`src/rtl/voice_alloc_if.sv`:
```
// voice_alloc_if: note event valid/ready channel into the voice scheduler
interface voice_alloc_if;
    logic       ev_valid;
    logic       ev_ready;
    logic       ev_on;
    logic [6:0] ev_note;
    logic [6:0] ev_vel;
    modport master(output ev_valid, ev_on, ev_note, ev_vel, input ev_ready);
    modport slave(input ev_valid, ev_on, ev_note, ev_vel, output ev_ready);
endinterface

```
`src/rtl/voice_alloc.sv`:
```
// voice_alloc: polyphonic voice scheduler; define VOICE_ALLOC_STEAL_EN to steal the oldest voice when all are busy
module voice_alloc #(
    parameter int VOICES = 4,
    parameter int AGE_W  = 4
) (
    input  logic                clk,
    input  logic                rst_n,
    input  logic                ce,
    voice_alloc_if.slave        ev,
    output logic [7*VOICES-1:0] note_num,
    output logic [7*VOICES-1:0] note_vel,
    output logic [VOICES-1:0]   active,
    output logic                drop
);
    localparam int IW = $clog2(VOICES);
    localparam logic [IW-1:0] LAST = IW'(VOICES - 1);
`ifdef VOICE_ALLOC_STEAL_EN
    localparam bit STEAL = 1'b1;
`else
    localparam bit STEAL = 1'b0;
`endif
    typedef enum logic [1:0] {IDLE, SCAN, COMMIT} state_t;
    state_t state, state_nx;
    logic [6:0] num_q [VOICES];
    logic [6:0] vel_q [VOICES];
    logic [AGE_W-1:0] age_q [VOICES];
    logic [AGE_W-1:0] o_age;
    logic [IW-1:0] idx, m_idx, f_idx, o_idx, tgt;
    logic [6:0] note_r, vel_r;
    logic on_r, m_hit, f_hit, o_hit, hit, accept;
    assign ev.ev_ready = state == IDLE;
    assign accept = ev.ev_valid & ev.ev_ready & ce;
    always_ff @(posedge clk)
        if (!rst_n) state <= IDLE;
        else if (ce) state <= state_nx;
    always_comb begin
        state_nx = state == IDLE ? (ev.ev_valid ? SCAN : IDLE) :
                   state == SCAN ? (idx == LAST ? COMMIT : SCAN) : IDLE;
        hit = m_hit | f_hit | (STEAL & o_hit);
        tgt = m_hit ? m_idx : f_hit ? f_idx : o_idx;
    end
    // trackers keep the lowest qualifying index; strict > makes age ties favour the lower voice
    always_ff @(posedge clk)
        if (!rst_n) begin
            drop   <= 1'b0;
            active <= '0;
            for (int v = 0; v < VOICES; v++) begin
                num_q[v] <= '0;
                vel_q[v] <= '0;
                age_q[v] <= '0;
            end
        end else if (ce) begin
            drop <= 1'b0;
            if (accept) begin
                on_r   <= ev.ev_on && ev.ev_vel != 7'd0;
                note_r <= ev.ev_note;
                vel_r  <= ev.ev_vel;
                idx    <= '0;
                m_hit  <= 1'b0;
                f_hit  <= 1'b0;
                o_hit  <= 1'b0;
            end
            if (state == SCAN) begin
                idx <= idx + IW'(1);
                if (active[idx] && num_q[idx] == note_r && !m_hit) begin
                    m_hit <= 1'b1;
                    m_idx <= idx;
                end
                if (!active[idx] && !f_hit) begin
                    f_hit <= 1'b1;
                    f_idx <= idx;
                end
                if (active[idx] && (!o_hit || age_q[idx] > o_age)) begin
                    o_hit <= 1'b1;
                    o_idx <= idx;
                    o_age <= age_q[idx];
                end
            end
            if (state == COMMIT) begin
                if (on_r && hit) begin
                    for (int v = 0; v < VOICES; v++)
                        if (IW'(v) == tgt) begin
                            num_q[v]  <= note_r;
                            vel_q[v]  <= vel_r;
                            active[v] <= 1'b1;
                            age_q[v]  <= '0;
                        end else if (active[v] && age_q[v] != '1) age_q[v] <= age_q[v] + AGE_W'(1);
                end else if (on_r) drop <= 1'b1;
                else if (m_hit) begin
                    vel_q[m_idx]  <= '0;
                    active[m_idx] <= 1'b0;
                    age_q[m_idx]  <= '0;
                end
            end
        end
    for (genvar g = 0; g < VOICES; g++) begin : g_out
        assign note_num[7*g +: 7] = num_q[g];
        assign note_vel[7*g +: 7] = vel_q[g];
    end
endmodule

```
`src/flat_wrapper.sv`:
```
// flat-port wrapper written by rule: the top's interface ports become plain ports
module voice_alloc_flat 
#(
    parameter int VOICES = 4,
    parameter int AGE_W  = 4
)
  (clk, rst_n, ce, note_num, note_vel, active, drop, ev_ev_valid, ev_ev_on, ev_ev_note, ev_ev_vel, ev_ev_ready);
  voice_alloc_if ev_i ();
  input  logic clk;
  input  logic rst_n;
  input  logic ce;
  output logic [7*VOICES-1:0] note_num;
  output logic [7*VOICES-1:0] note_vel;
  output logic [VOICES-1:0] active;
  output logic drop;
  input wire logic [$bits(ev_i.ev_valid)-1:0] ev_ev_valid;
  input wire logic [$bits(ev_i.ev_on)-1:0] ev_ev_on;
  input wire logic [$bits(ev_i.ev_note)-1:0] ev_ev_note;
  input wire logic [$bits(ev_i.ev_vel)-1:0] ev_ev_vel;
  output wire logic [$bits(ev_i.ev_ready)-1:0] ev_ev_ready;
  assign ev_i.ev_valid = ev_ev_valid;
  assign ev_i.ev_on = ev_ev_on;
  assign ev_i.ev_note = ev_ev_note;
  assign ev_i.ev_vel = ev_ev_vel;
  assign ev_ev_ready = ev_i.ev_ready;
  voice_alloc #(.VOICES(VOICES), .AGE_W(AGE_W)) u_core (.clk(clk), .rst_n(rst_n), .ce(ce), .ev(ev_i), .note_num(note_num), .note_vel(note_vel), .active(active), .drop(drop));
endmodule
```
`config.mk`:
```
export PLATFORM = sky130hd
export DESIGN_NAME = voice_alloc_flat
export DESIGN_NICKNAME = d
export VERILOG_FILES = /design/src/rtl/voice_alloc_if.sv /design/src/rtl/voice_alloc.sv /design/src/flat_wrapper.sv
export SDC_FILE = /design/constraint.sdc
export NUM_CORES = 1
export LEC_CHECK = 0
export CELL_PAD_IN_SITES_DETAIL_PLACEMENT = 0
export CELL_PAD_IN_SITES_GLOBAL_PLACEMENT = 1
export CORE_UTILIZATION = 45
export CTS_CLUSTER_SIZE = 25
export DETAILED_ROUTE_END_ITERATION = 6
export HOLD_SLACK_MARGIN = 0.15
export PLACE_DENSITY_LB_ADDON = 0.1
export SLEW_MARGIN = 20
export SYNTH_ARGS = -nofsm -noshare
export SYNTH_HDL_FRONTEND = slang
export SYNTH_SLANG_ARGS = --single-unit
```
`constraint.sdc`:
```
create_clock -name clk -period 5 [get_ports clk]
set_clock_uncertainty 0.05 [all_clocks]
set_input_delay 1 -clock clk [delete_from_list [all_inputs] [get_ports clk]]
set_output_delay 1 -clock clk [all_outputs]
set_load 0.01 [all_outputs]
```
==> results of run 1 <==
report_power, final:
group | internal (mW) | switching [mW] | total (mW) | leakage, nW
logic | 0.0564 | 0.0609 | 0.117 | 1.12
registers | 0.972 | 0.0233 | 0.996 | 0.997
clock network | 0.181 | 0.290 | 0.471 | 0.0841
total | 1.21 | 0.375 | 1.58 | 2.20
cells in the mapped netlist, types with 5 or more instances:
library cell | n | area, um^2
o21ai_1 | 12 | 60.1
edfxtp_1 | 58 | 1740
nor3_2 | 6 | 60.1
nor2_1 | 17 | 63.8
nor3_1 | 6 | 30.0
clkbuf_1 | 5 | 18.8
mux4_2 | 8 | 180
and3_1 | 28 | 175
dfxtp_1 | 53 | 1060
mux2i_1 | 9 | 90.1
a21oi_1 | 11 | 55.1
ha_1 | 9 | 113
nand2_1 | 31 | 116
o2111ai_1 | 6 | 52.6
nand3_1 | 9 | 45.0
inv_1 | 9 | 33.8
buf_2 | 5 | 25.0
a22o_1 | 29 | 254
o21ai_0 | 6 | 30.0
xnor2_1 | 10 | 87.6
metal layers:
metal,share of wire [%],track usage (%),routed length (um),up-vias
met5,0,0,0,-
met1,44,31.1,5440,1716
met2,47,35.4,5770,156
met4,1.7,7.34,204,0
met3,7.7,7.42,952,17
li1,-,-,-,1690
logic make-up after synthesis:
group / count (synthesis)
muxes: 20
xor gates and xnor gates: 11
DFF: 111
AOI/OAI and AO/OA: 96
adders and majority gates: 9
buffers and inverters: 24
and+or+nand+nor: 128
stage by stage:
| stage | instances | power (mW) | utilization [%] | cell area [um^2] |
|---|---|---|---|---|
| 4_1_cts | 619 | 1.60 | 57.3 | 6020 |
| 5_1_grt | 619 | 1.65 | 57.3 | 6020 |
| 2_1_floorplan | 399 | 1.08 | - | 4950 |
| 6_report | 619 | 1.58 | 57.3 | 6020 |
| 3_3_place_gp | 603 | 1.13 | 55.8 | 5860 |
| 3_5_place_dp | 603 | 1.13 | 55.8 | 5860 |
worst max path at each step:
stage                              end   from  depth (start not counted)  slack, ps
CTS                 u_core.age_q[3][3]  rst_n                          7       1550
floorplan             u_core.note_r[0]  rst_n                          4       2390
global route        u_core.age_q[2][3]  rst_n                          7       1280
finish              u_core.age_q[3][3]  rst_n                          7       1450
detailed placement  u_core.age_q[3][3]  rst_n                          7       1120
global placement    u_core.age_q[3][3]  rst_n                          7       1230
worst register-to-register path, cell delays in order (launching register included):
cell,delay [ps]
dfxtp_1,710
mux4_2,610
ha_1,330
nor2b_1,130
o21a_1,160
o21a_1,150
o21ai_0,200
a21oi_1,120
and2_1,260
registers in the layout, summed over array words and instances, names as in the netlist, named ones only:
register,flops
u_core.f_hit,1
u_core.m_hit,1
u_core.age_q,16
u_core.on_r,1
u_core.f_idx,2
u_core.o_hit,1
u_core.vel_r,7
u_core.idx,2
u_core.drop,1
u_core.o_idx,2
u_core.note_r,7
u_core.vel_q,28
u_core.active,4
u_core.state,2
u_core.m_idx,2
u_core.num_q,28
u_core.o_age,4
layout by cell type (no fill, tap or decap), drive strengths merged, types with 2 or more instances in the layout:
cell           netlist  final
clkdlybuf4s50        0     80
edfxtp              58     58
dfxtp               53     53
nand2               32     32
a22o                29     29
and3                28     28
nor2                22     22
o21ai               21     21
a21oi               13     13
clkbuf               5     12
nor3                12     12
mux2i               11     11
xnor2               10     10
inv                 10     10
nand3                9      9
ha                   9      9
mux4                 8      8
o2111ai              8      8
nor4                 6      6
o31ai                5      5
nor2b                4      4
and2                 4      4
clkinv               0      4
o21a                 4      4
a21o                 3      3
nand4                3      3
nand3b               3      3
nand2b               2      2
a31o                 2      2
a32oi                2      2
buf                  9      2
a31oi                2      2
area by class of cell:
type	count	area, um^2	share of cell area, %
sequential	111	2800	46.6
tap	136	170	2.83
inverter	10	37.5	0.624
clock inverter	4	23.8	0.395
timing repair buffer	82	816	13.6
clock buffer	12	135	2.24
multi-input combinational	264	2030	33.8
==> metrics.md, run 1 <==
| Metric | Value |
|---|---|
| Register area share after synthesis | `between 50% and 60%` |
| Via density | `about 5.8` |
| Cells along the critical path | `clkdlybuf4s50_1, inv_1, nor3_2, o2111ai_2, and2_1, o21ai_1, o31ai_1` |
| Clk_lat worst skew | `between 300 and 400 ps` |
| Final worst slack | `1450 ps` |
| Worst-Margin Slew | `between 900 and 1000 ps` |
| Hold path cells | `1` |
| GRT Util Overall | `a little under a quarter` |
| Ant. Diodes | `0` |
| Gpl congestion | `~0.87` |
| Reg2reg path depth | `8` |
| Startpoint types | `input pin` |
| Initial antenna violation count | `0` |
| Mux share of post-synthesis cell area | `under 10%` |
| Max Clk Rate | `between 200 and 300 MHz` |
| Max-slew violations | `0` |
| Worst VDD drop | `0.000218 V` |
| Endpoint class of the critical path | `flop` |
| Initial DRC Count | `roughly 210` |
| Reg2Reg Setup Slack | `roughly 2000 ps` |
| Hpwl dp | `8710 um` |
| Post-synth EDFFs | `58` |
| Share of post-route cells with drive strength above 1 | `12.0%` |
| Avg Cell Area, Syn | `roughly 12 um^2` |
| Post-Synth Adder-Cell Area | `2.27%` |
| Area Overhead vs Synth | `21.6%` |
| Worst min-delay path class | `flop to flop` |
| Initial Utilization | `between 40% and 50%` |
| Filler Cells Inserted | `a little under 900` |
| Synth async-reset ratio | `0%` |
| Setup_tns | `0 ps` |
| Post-synthesis cell type count | `62` |
| H-tree depth | `3` |
| DRC Markers | `0` |
| CP Max Fanout | `16` |
| Hold_buf cts | `0` |
| Worst path slowest cell | `nor3_2` |
| Worst slack, placed | `around 1100 ps` |
| YS warnings | `0` |
| Root Driver | `clkbuf_8` |
| Final period util | `about 71%` |
| Main flop type after synthesis | `edfxtp_1` |
| CP required | `5210 ps` |
| Worst r2r dst | `u_core.o_idx[0]` |
| P per Cell Area | `263 nW/um^2` |
| Via count | `3579` |
| Delay of the slowest critical-path stage | `about 850 ps` |
| Die area | `~11000 um^2` |
| PostCTS Resize Cnt | `0` |
| Post-CTS setup buffer count | `0` |
| TritonCTS clock tree | `done` |
| Final setup vio count | `0` |
| Total core area | `about 11000 um^2` |
| Vias in the first global route | `about 3500` |
| Main combinational cell family by area after synthesis | `compound AO/OA/AOI/OAI gates` |
| Hold Slack | `between 400 and 500 ps` |
| Status | `finished clean` |
| Min-Delay Startpoint | `u_core.vel_q[0][6]` |
| Xor/xnor share of the synthesized area | `between 1.5 and 2%` |
| Router iterations before antenna repair | `5` |
| Syn Inst Count | `roughly 400` |
| Fin crit period | `around 3500 ps` |
| Leakage power total | `between 2 and 2.5 nW` |
| First-pass GRT wire length | `slightly below 20000 um` |
| Rows | `37` |
| Final #Nets | `506` |
| Clock sink total | `roughly 110` |
| Total CTS buffers | `9` |
| Die span in x | `between 100 and 150 um` |
| Max-cap violations | `0` |
| Synthesized area | `slightly below 5000 um^2` |
| Seq cells post-synth | `111` |
| RSZ-0062 raised after global routing | `false` |
| Synth Area in Simple Gates | `14.6%` |
| Total grt overflow | `0` |
| Largest net degree at the start of global routing | `18` |
| Worst-path clk slew | `approximately 90 ps` |
| Final ANT Viol Nets | `0` |
| Family with the most delay on the worst path | `simple AND/OR/NAND/NOR gates` |
| DIE HEIGHT | `between 100 and 150 um` |
| Final wirelength | `roughly 12000 um` |
| Synthesized Nets | `approximately 430` |
| Compound-cell area share of the yosys netlist | `between 15 and 20%` |
| Slew HR | `a little over a third` |
| Setup CP Type | `input pin to flop` |
| Io pins | `81` |
| Clk buf depth | `2` |
| Worst hold path endpoint | `u_core.vel_q[0][6]` |
| Drt wl/cell | `about 20 um` |
| Data arrival time of the critical path | `around 3800 ps` |
| Final Hold Fails | `0` |
| I/O Buffers | `80` |
| Buffers & Inverters on Critical Path | `2` |
Note: power is estimated with default switching activity, not from simulation.
==> run 2, diff against run 1 <==
Settings changed: CORE_UTILIZATION 45 to 43.
Clock period 5 ns to 3.3 ns, I/O delays scaled along.
==> run 2 against run 1 <==
Effect of this change: largest power group unchanged; power increased by 73%; clock power is 120% higher; setup slack got worse by 830 ps; sequential share of layout area fell by 1.4 points; worst hold slack about the same; critical path type is now flop to flop; global-route usage fell by 1.4 points; first-iteration DRC count is 11% lower; largest cell class unchanged; register-to-register slack lost 1400 ps; non-clock buffer count increased by 8; flip-flop and latch count stayed put; critical path depth stayed put; design area up 3.2%.
==> metrics.md, run 2 (synthesized netlist as in run 1, its figures left out) <==
| Metric | Value |
|---|---|
| Status | `finished clean` |
| Filler Cells Inserted | `948` |
| Post-Route M1 WL | `5680 um` |
| RSZ-0062 raised after global routing | `false` |
| First-pass GRT wire length | `about 19000 um` |
| Final period util | `between 80% and 90%` |
| Final wirelength | `about 12000 um` |
| Via count | `between 3000 and 4000` |
| Initial antenna violation count | `0` |
| Max-cap violations | `0` |
| Root Driver | `clkbuf_16` |
| Io pins | `81` |
| Biggest registers after layout | `u_core.num_q (28), u_core.vel_q (28), u_core.age_q (16)` |
| Clk buf depth | `2` |
| Clock sink total | `around 110` |
| Area of the multi-input gates | `~2000 um^2` |
| Final #Nets | `514` |
| Max-slew violations | `0` |
| Most common cell after layout, fill and taps aside | `clkdlybuf4s50_1` |
| Total CTS buffers | `9` |
| CP Max Fanout | `11` |
| DIE HEIGHT | `approximately 110 um` |
| Worst VDD drop | `0.000262 V` |
| Setup_tns | `0 ps` |
| Endpoint class of the critical path | `flop` |
| Worst slack, placed | `approximately 460 ps` |
| Setup CP Type | `flop to flop` |
| Initial DRC Count | `190` |
| Highest metal used | `met4` |
| TritonCTS clock tree | `done` |
| Die area | `11900 um^2` |
| GRT Util Overall | `21.8%` |
| Worst-path clk slew | `80 ps` |
| Total grt overflow | `0` |
| Area taken by flip-flops and latches | `about 2800 um^2` |
| Drt wl/cell | `19.2 um` |
| Post-CTS setup buffer count | `0` |
| Die span in x | `109 um` |
| Most frequent cells in the layout | `80 x clkdlybuf4s50_1, 58 x edfxtp_1, 53 x dfxtp_1, 31 x nand2_1, 29 x a22o_1` |
| Area Overhead vs Synth | `25.4%` |
| Share of post-route cells with drive strength above 1 | `14.1%` |
| WL met2 | `5820 um` |
| Worst min-delay path class | `flop to flop` |
| Gpl congestion | `roughly 0.79` |
| Initial Utilization | `~45%` |
| H-tree depth | `3` |
| Fin crit period | `2680 ps` |
| Worst-Margin Slew | `between 600 and 700 ps` |
| Placed insts | `about 620` |
| Largest net degree at the start of global routing | `30` |
| CP required | `around 3300 ps` |
| Data arrival time of the critical path | `2680 ps` |
| Final worst slack | `just over 600 ps` |
| Max Clk Rate | `373 MHz` |
| P per Cell Area | `441 nW/um^2` |
| I/O Buffers | `80` |
| Slew HR | `58.0%` |
| Via density | `around 5.6` |
| Final setup vio count | `0` |
| Met3 Wirelength | `562 um` |
| Hpwl dp | `8770 um` |
| Clk_lat worst skew | `340 ps` |
| Rows | `38` |
| Startpoint types | `flop` |
| Vias in the first global route | `3400` |
| DRC Markers | `0` |
| Final ANT Viol Nets | `0` |
| Final Hold Fails | `0` |
| Final std cells w/o fill | `roughly 630` |
| Total core area | `11000 um^2` |
| PostCTS Resize Cnt | `0` |
| Hold_buf cts | `0` |
| Leakage power total | `2.30 nW` |
| Ant. Diodes | `0` |
| Router iterations before antenna repair | `5` |
[run 2: changes by cell type in the layout (fill, tap and decap cells not counted), sizes merged]
cell	before	now
inv	10	14
clkbuf	12	9
clkinv	4	3
buf	2	10
[run 2: metrics by stage]
stage	instance area (um^2)	power, mW	hold WS [ps]	util [%]
after floorplan	4950	1.63	396	-
after global placement	5930	1.72	410	53.7
after detailed placement	5930	1.72	409	53.7
after CTS	6210	2.76	429	56.3
after global routing	6210	2.84	453	56.3
final	6210	2.74	432	56.3
[run 2: worst paths after layout]
check	cells past startpoint	slack (ps)	from	endpoint
max	7	620	flop	u_core.m_idx[0]
max reg2reg	7	620	flop	u_core.m_idx[0]
min	1	430	u_core.vel_q[0][2]	u_core.vel_q[0][2]
min reg2reg	1	430	u_core.vel_q[0][2]	u_core.vel_q[0][2]
[run 2: cell type report]
cell class	instances	area share, %
multi-input cells	264	32.7
inverters	10	0.604
flip-flops and latches	111	45.1
repair buffers	90	14.1
clock inverters	7	0.987
clock buffers	9	3.63
well taps	140	2.82
[run 2: per-layer routing]
layer	track usage (%)	vias to the layer above
li1	-	1709
met1	31.5	1722
met2	34.4	93
met3	3.56	4
met4	5.14	0
met5	0	-
[run 2: worst max-delay path, stage by stage (launching register included)]
cell and delay (ps):
dfxtp_1 470, buf_4 300, mux2i_1 290, xnor2_1 100
nor4_1 320, mux2i_1 160, nor4_2 390, and3b_1 290
[run 2: power by group]
group,total (mW),switching [mW],internal (mW)
Combinational,0.191,0.0998,0.0908
Clock,1.05,0.520,0.528
Sequential,1.50,0.0280,1.47
